==> src/rtl/vscale_retire_trace_buf.sv <==
// vscale_retire_trace_buf: retire-trace FIFO for the integer and FP retire ports.
// Each cycle it can capture one integer and one FP record, with the integer
// record first, and it drains them through a valid/ready port. Records that
// find no room are counted in a saturating drop counter.
// Optional feature: define VSCALE_TRACE_TSTAMP_EN to add a free-running
// timestamp that is stored with each record. Without it, out_ts reads 0.
module vscale_retire_trace_buf #(
   parameter int DEPTH    = 8,
   parameter int XLEN     = 32,
   parameter int TS_WIDTH = 16
) (
   input  logic                    clk,
   input  logic                    reset,
   input  logic                    trace_en,
   input  logic                    int_valid,
   input  logic                    int_exc,
   input  logic                    int_wr,
   input  logic [XLEN-1:0]         int_pc,
   input  logic [XLEN-1:0]         int_inst,
   input  logic [XLEN-1:0]         int_data,
   input  logic [4:0]              int_rd,
   input  logic                    fp_valid,
   input  logic [XLEN-1:0]         fp_pc,
   input  logic [XLEN-1:0]         fp_inst,
   input  logic [XLEN-1:0]         fp_data,
   input  logic [4:0]              fp_rd,
   output logic                    out_valid,
   input  logic                    out_ready,
   output logic [1:0]              out_kind,
   output logic [XLEN-1:0]         out_pc,
   output logic [XLEN-1:0]         out_inst,
   output logic [XLEN-1:0]         out_data,
   output logic [4:0]              out_rd,
   output logic [TS_WIDTH-1:0]     out_ts,
   output logic [$clog2(DEPTH):0]  level,
   output logic [15:0]             drop_count
);

   localparam int PW = $clog2(DEPTH);
   localparam int LW = PW + 1;

   typedef struct packed {
      logic [1:0]      kind;
      logic [XLEN-1:0] pc;
      logic [XLEN-1:0] inst;
      logic [XLEN-1:0] data;
      logic [4:0]      rd;
   } rec_t;

   rec_t          mem_q [DEPTH];
   logic [PW-1:0] wr_ptr_q, wr_ptr_d, rd_ptr_q, rd_ptr_d, fp_slot;
   logic [LW-1:0] level_q, level_d, free;
   logic [15:0]   drop_q, drop_d;
   logic [16:0]   drop_sum;
   logic          int_req, fp_req, push_int, push_fp, pop;
   logic [1:0]    n_push, n_drop;
   rec_t          int_rec, fp_rec, head;

   // Build the records. Exceptions and non-writing instructions report rd as 0.
   always_comb begin
      int_rec.kind = int_exc ? 2'd3 : (int_wr ? 2'd0 : 2'd1);
      int_rec.pc   = int_pc;
      int_rec.inst = int_inst;
      int_rec.data = int_data;
      int_rec.rd   = (!int_exc && int_wr) ? int_rd : 5'd0;
      fp_rec.kind  = 2'd2;
      fp_rec.pc    = fp_pc;
      fp_rec.inst  = fp_inst;
      fp_rec.data  = fp_data;
      fp_rec.rd    = fp_rd;
   end

   // Decide pushes and drops. Room is judged from the registered level only,
   // so a pop in the same cycle does not make room for that cycle's pushes.
   always_comb begin
      int_req  = trace_en & int_valid;
      fp_req   = trace_en & fp_valid;
      free     = LW'(DEPTH) - level_q;
      push_int = 1'b0;
      push_fp  = 1'b0;
      if (free >= LW'(2)) begin
         push_int = int_req;
         push_fp  = fp_req;
      end else if (free == LW'(1)) begin
         push_int = int_req;
         push_fp  = fp_req & ~int_req;
      end
      n_push   = {1'b0, push_int} + {1'b0, push_fp};
      n_drop   = {1'b0, int_req & ~push_int} + {1'b0, fp_req & ~push_fp};
      pop      = out_valid & out_ready;
      fp_slot  = push_int ? (wr_ptr_q + PW'(1)) : wr_ptr_q;
      wr_ptr_d = wr_ptr_q + PW'(n_push);
      rd_ptr_d = rd_ptr_q + PW'(pop);
      level_d  = level_q + LW'(n_push) - LW'(pop);
      drop_sum = {1'b0, drop_q} + 17'(n_drop);
      drop_d   = drop_sum[16] ? 16'hFFFF : drop_sum[15:0];
   end

   // Pointer, level and drop-counter registers.
   always_ff @(posedge clk) begin
      if (!reset) begin
         wr_ptr_q <= '0;
         rd_ptr_q <= '0;
         level_q  <= '0;
         drop_q   <= '0;
      end else begin
         wr_ptr_q <= wr_ptr_d;
         rd_ptr_q <= rd_ptr_d;
         level_q  <= level_d;
         drop_q   <= drop_d;
      end
   end

   // Record storage is not reset. Writes are blocked while reset is held.
   always_ff @(posedge clk) begin
      if (reset && push_int) mem_q[wr_ptr_q] <= int_rec;
      if (reset && push_fp)  mem_q[fp_slot]  <= fp_rec;
   end

`ifdef VSCALE_TRACE_TSTAMP_EN
   logic [TS_WIDTH-1:0] ts_q;
   logic [TS_WIDTH-1:0] ts_mem_q [DEPTH];

   // Free-running timestamp that restarts at 0 on reset.
   always_ff @(posedge clk) begin
      if (!reset) ts_q <= '0;
      else        ts_q <= ts_q + TS_WIDTH'(1);
   end

   // Store the push-cycle timestamp alongside each record.
   always_ff @(posedge clk) begin
      if (reset && push_int) ts_mem_q[wr_ptr_q] <= ts_q;
      if (reset && push_fp)  ts_mem_q[fp_slot]  <= ts_q;
   end

   assign out_ts = out_valid ? ts_mem_q[rd_ptr_q] : '0;
`else
   assign out_ts = '0;
`endif

   assign head       = mem_q[rd_ptr_q];
   assign out_valid  = (level_q != '0);
   assign out_kind   = out_valid ? head.kind : '0;
   assign out_pc     = out_valid ? head.pc   : '0;
   assign out_inst   = out_valid ? head.inst : '0;
   assign out_data   = out_valid ? head.data : '0;
   assign out_rd     = out_valid ? head.rd   : '0;
   assign level      = level_q;
   assign drop_count = drop_q;

endmodule

==> config.mk <==
export PLATFORM = sky130hd
export DESIGN_NAME = vscale_retire_trace_buf
export DESIGN_NICKNAME = d
export VERILOG_FILES = /design/src/rtl/vscale_retire_trace_buf.sv
export SDC_FILE = /design/constraint.sdc
export NUM_CORES = 1
export LEC_CHECK = 0
export CELL_PAD_IN_SITES_DETAIL_PLACEMENT = 0
export CELL_PAD_IN_SITES_GLOBAL_PLACEMENT = 1
export CORE_ASPECT_RATIO = 1.2
export CORE_MARGIN = 4
export CORE_UTILIZATION = 55
export CTS_BUF_LIST = sky130_fd_sc_hd__clkbuf_2 sky130_fd_sc_hd__clkbuf_4 sky130_fd_sc_hd__clkbuf_8
export CTS_CLUSTER_DIAMETER = 100
export DETAILED_ROUTE_END_ITERATION = 7
export PLACE_DENSITY = 0.95
export RECOVER_POWER = 50
export SYNTH_ARGS = -nofsm -noshare
export SYNTH_HDL_FRONTEND = slang
export SYNTH_SLANG_ARGS = --single-unit
==> constraint.sdc <==
create_clock -name clk -period 7.03 [get_ports clk]
set_input_delay 0.703 -clock clk [delete_from_list [all_inputs] [get_ports clk]]
set_output_delay 0.703 -clock clk [all_outputs]
set_load 0.005 [all_outputs]
# Word level (Yosys, flattened, before mapping)

Memories as Yosys holds them, arrays and structs flattened. A register that Yosys moved wholly into a read port is not among the register bits.
Cells that the tools add are included.
Widths: inputs -> output; s select.

Div/mod/pow operators: 0
Muxes and demuxes: 19
Reductions and logical operators: 5
Order comparisons: 1
Bitwise operators: 9
Eq/ne operators: 1
Shift operators: 0
Add/sub/neg operators: 9
Multipliers: 0

Operators with widths:

| cell                | count |
|---|---|
| $mux 32             | 3 |
| $add 16x2->17       | 1 |
| $mux 16             | 1 |
| $mux 5              | 2 |
| $mux 1              | 9 |
| $and 1x1->1         | 6 |
| $mux 3              | 2 |
| $add 1x1->2         | 2 |
| $add 4x2->4         | 1 |
| $eq 4x1->1 const B  | 1 |
| $ge 4x2->1 const B  | 1 |
| $mux 2              | 2 |
| $reduce_bool 4->1   | 1 |
| $sub 4x1->4         | 1 |
| $sub 4x4->4 const A | 1 |
| $add 3x1->3         | 1 |
| $add 3x1->3 const B | 1 |
| $add 3x2->3         | 1 |
| $logic_and 1x1->1   | 3 |
| $not 1->1           | 3 |
| $logic_not 1->1     | 1 |

Bits of input ports: 210
RAM bits: 824
Bits in latches: 0
Memory bits (read-only): 0
Output and inout port bits: 140
Register bits: 26
Memories kept: 1

Memories:

| memory | words | width | read ports | clocked after Yosys merged registers in | write ports | RTL line | RTL |
|---|---|---|---|---|---|---|---|
| mem_q  | 8     | 103   | 1          | 1                                       | 2           | 50       | `rec_t mem_q [DEPTH];` |

# Logic depth before layout (Yosys ltp)

Depth after elaboration: 10
Gate-level depth with buffers: 15

# Least setup slack after synthesis

OpenSTA, ideal clock, no wires.

Path kind: register to register
Start point: register level_q[0], in the netlist level[0]
End point: memory mem_q[3][0] (netlist bit) (enable)
Library setup time: 0.417 ns
Path buffers: 2
Arrival time: 3.401 ns
Path slack: 3.212 ns
Required time: 6.613 ns
Cell stages (with the launch flop): 10
Cell sequence: dfxtp_1 > inv_1 > ha_1 > xor2_1 > and4_4 > or4b_1 > a21boi_0 > buf_2 > buf_2 > or2_2

RTL lines:

| item                   | RTL line | RTL |
|---|---|---|
| from (decl)            | 52       | `logic [LW-1:0] level_q, level_d, free;` |
| from (signal assigned) | 109      | `level_q <= level_d;` |
| to (decl)              | 50       |  |

==> results.toml <==
[global_routing]
grt_overflow_total = 0
groute.usage.overall_pct = 30.2
grt_antenna_before_repair = 40
first_global_vias = 29100
grt_first_pass_wirelength_um = 183000
grt_start_max_net_pins = 99

[clock_tree]
worst_skew_pair.late_latency_ns = 0.76
cts_hold_repair.buffers = 0
tritoncts = "done"
cts_post_setup_buffers_inserted = 0
cts-buffers-inserted = 121
cts_resized = 0
clock-root-buffer = "sky130_fd_sc_hd__clkbuf_8"
clock_slew_at_reported_path_ffs_ns = 0.07
number_of_clock_sinks_seen_by_cts = 850
htree_num_levels = 3
clockBufferDepth = 3

[timing]
final_max_slew_viol_count = 444
setup_repair_after_global_routing_missed_its_margin = "no"
finalSetupViolations = 0
finalWorstPathRequiredPeriod_ns = 5.83
worst_clock_skew_ns = 0.0424
maxClockFrequency_mhz = 171
timing.final.crit_share_pct = 83.0
timing.hold.ws_ns = 0.494
totalNegativeSetupSlack_ns = 0
hold_viol_final = 0
slew_headroom_pct = -152
worstMarginPinSlew_ns = 3.78

[run_status]
failing_checks = "capacitance limit, slew limit"
status = "finished, violations left"

[critical_path]
cp_bufs_invs = 3
r2r-end = "mem_q[3][29]$_DFFE_PP_"
worst_path_largest_cell_delay_ns = 1.90
cp.depth = 8
r2r_setup_slack_ns = 1.20
crit_slowest_cell = "sky130_fd_sc_hd__clkbuf_2"
r2r-start = "level[1]$_SDFF_PN0_"
critPathMaxFanout = 75
critical-path-top-delay-family = "buffers and inverters"
worstPathCellList = "inv_1, ha_1, xor2_1, and4_1, nor3_1, clkbuf_1, clkbuf_2, a22o_1"
timing.critical_path.from = "level[1]$_SDFF_PN0_"
endpoint_kind = "flip-flop"
crit_type = "reg -> reg"
worst_setup_path_start_kind = "flip-flop"
critical_path_arrival_ns = 6.43
r2r_cells = 8
setup.worst_path.end = "mem_q[3][29]$_DFFE_PP_"
crit_required_ns = 7.63

[synthesis]
ys.flop_type = "sky130_fd_sc_hd__edfxtp_1"
synth_seq_area_share_pct = 60.0
synth_area_per_cell_um2 = 15.1
synth-simple-area-share_pct = 2.54
synth_top_cell_by_area = "sky130_fd_sc_hd__edfxtp_1"
synth-xor-area-share_pct = 0.356
synth.ff_latch_count = 850
synth_top_cell_area_share_pct = 58.0
area_share_of_fa_ha_maj_cells_after_synthesis_pct = 0.592
async_flop_share_pct = 0
synth_compound_gate_area_share_pct = 17.7
synth-edff-count = 808
synthMuxAreaShare_pct = 13.8
synth_cell_type_count = 54
synth_top_cells_by_area = "sky130_fd_sc_hd__edfxtp_1 58%, sky130_fd_sc_hd__a22o_1 17%, sky130_fd_sc_hd__mux4_2 11%, sky130_fd_sc_hd__mux2i_1 2.6%, sky130_fd_sc_hd__buf_1 2.1%"
synthesis.instances = 2764
synth_top_family_by_area = "compound AO/OA/AOI/OAI gates"
synth_warnings = 0
synth_area_mm2 = 0.0418

[power]
static-leakage-power_nw = 15.8
ir_drop_uv = 218
power_density_mw_per_mm2 = 299

[floorplanning]
core-area_mm2 = 0.0753
site_row_count = 110
start_util_pct = 55.6
die_h_um = 310
io-pin-count = 350
floorplan.die.width_um = 260
dieArea_mm2 = 0.0806

[placement]
globalplace.congestion = 0.835
placedCellCount = 3700
detailedPlacementHpwl_um = 68900
place.port_buffers = 333
dpl_cell_area_mm2 = 0.0451

[final_layout]
nFillCells = 5151
layout-area-overhead-vs-synth_pct = 13.5
area.sequential_mm2 = 0.0251
layout.cells.non_filler = 3958
utilization_pct = 63.1
final_nets = 3043
fin_area_mm2 = 0.0475
drive_above_1_share_pct = 16.1
multi_input_comb_area_mm2 = 0.0147

[run]
cap_viol_max_count = 10

[detailed_routing]
detail_route.wl_per_cell_um = 31.4
routed_wirelength_um = 124000
num_vias = 28200
detail_route.first_pass.iterations = 6
vias_per_instance = 7.13
drt_iter0_markers = 3848
drc = 0
ant_nets = 0

[worst_hold_path]
hold_path_class = "reg -> reg"
kinds of logic (layout without fill, tap and decap cells):
logic type | Yosys count | count (layout)
flip-flops | 850 | 850
AO/OA/AOI/OAI | 855 | 855
adder cells (fa/ha/maj) | 18 | 18
multiplexers | 315 | 315
other | 1 | 50
buffers and inverters | 492 | 629
AND/OR/NAND/NOR | 216 | 216
XOR/XNOR | 17 | 17
cells in the final DEF (no fill, tap or decap), types with 34 or more instances in the layout:
cell and count:
sky130_fd_sc_hd__clkinv_1 36, sky130_fd_sc_hd__buf_4 40, sky130_fd_sc_hd__edfxtp_1 808, sky130_fd_sc_hd__mux2i_1 107, sky130_fd_sc_hd__a22o_1 799, sky130_fd_sc_hd__mux4_2 206, sky130_fd_sc_hd__nor2_1 124, sky130_fd_sc_hd__diode_2 34
sky130_fd_sc_hd__clkbuf_8 129, sky130_fd_sc_hd__dfxtp_1 39, sky130_fd_sc_hd__clkdlybuf4s50_1 311
worst min-delay path, stage by stage (launching register included):
cell and delay, ns:
sky130_fd_sc_hd__dfxtp_1 0.31, sky130_fd_sc_hd__nor2_1 0.09, sky130_fd_sc_hd__a211oi_1 0.05
sequential cells by signal (all words and copies together), names as in the netlist:
signal      count
mem_q         824
level           4
wr_ptr_q        3
rd_ptr_q        3
drop_count     16
layout make-up:
cell class / instances / area share (%)
Multi-Input combinational cell: 1437 / 31.0
Clock buffer: 157 / 4.18
Timing Repair Buffer: 388 / 7.95
Clock inverter: 67 / 0.977
Tap cell: 1008 / 2.66
Antenna cell: 34 / 0.179
Sequential cell: 850 / 52.9
Inverter: 17 / 0.134
cell usage after synthesis (all sizes together), types with 10 or more instances:
cell	n
a21oi	19
a22o	799
and2	13
buf	338
clkbuf	137
dfxtp	42
edfxtp	808
ha	15
inv	17
mux2i	109
mux4	206
nand2	11
nand3	10
nor2	126
nor3	14
xnor2	12
worst min-delay path by stage:
stage	depth (start not counted)	slack (ns)	from	end
CTS	2	0.49	mem_q[3][101]$_SDFFE_PP0P_	mem_q[3][101]$_SDFFE_PP0P_
detailed placement	2	0.48	mem_q[3][101]$_SDFFE_PP0P_	mem_q[3][101]$_SDFFE_PP0P_
global placement	2	0.48	mem_q[5][101]$_SDFFE_PP0P_	mem_q[5][101]$_SDFFE_PP0P_
finish	2	0.49	mem_q[3][101]$_SDFFE_PP0P_	mem_q[3][101]$_SDFFE_PP0P_
floorplan	2	0.44	mem_q[5][102]$_SDFFE_PP1P_	mem_q[5][102]$_SDFFE_PP1P_
global route	2	0.51	mem_q[3][101]$_SDFFE_PP0P_	mem_q[3][101]$_SDFFE_PP0P_
power by group:
| part | internal (mW) | total (mW) | switching, mW |
|---|---|---|---|
| clock | 2.07 | 3.97 | 1.91 |
| sequential | 5.88 | 6.07 | 0.187 |
| combinational | 2.05 | 4.15 | 2.10 |
| total | 10.0 | 14.2 | 4.19 |
stage by stage:
step | setup slack (ns) | power [mW]
2_1_floorplan | 3.21 | 8.54
3_3_place_gp | 2.11 | 10.2
3_5_place_dp | 2.09 | 10.3
4_1_cts | 2.22 | 14.2
5_1_grt | 1.19 | 14.7
6_report | 1.20 | 14.2
per-layer routing:
| metal | GRT usage [%] | share of wire, % | up-vias |
|---|---|---|---|
| li1 | - | - | 11400 |
| met1 | 37.9 | 34 | 14200 |
| met2 | 48.4 | 48 | 2316 |
| met3 | 8.42 | 13 | 334 |
| met4 | 16.1 | 4.4 | 14 |
| met5 | 0 | 0.085 | - |
(Power assumes the default switching activity.)
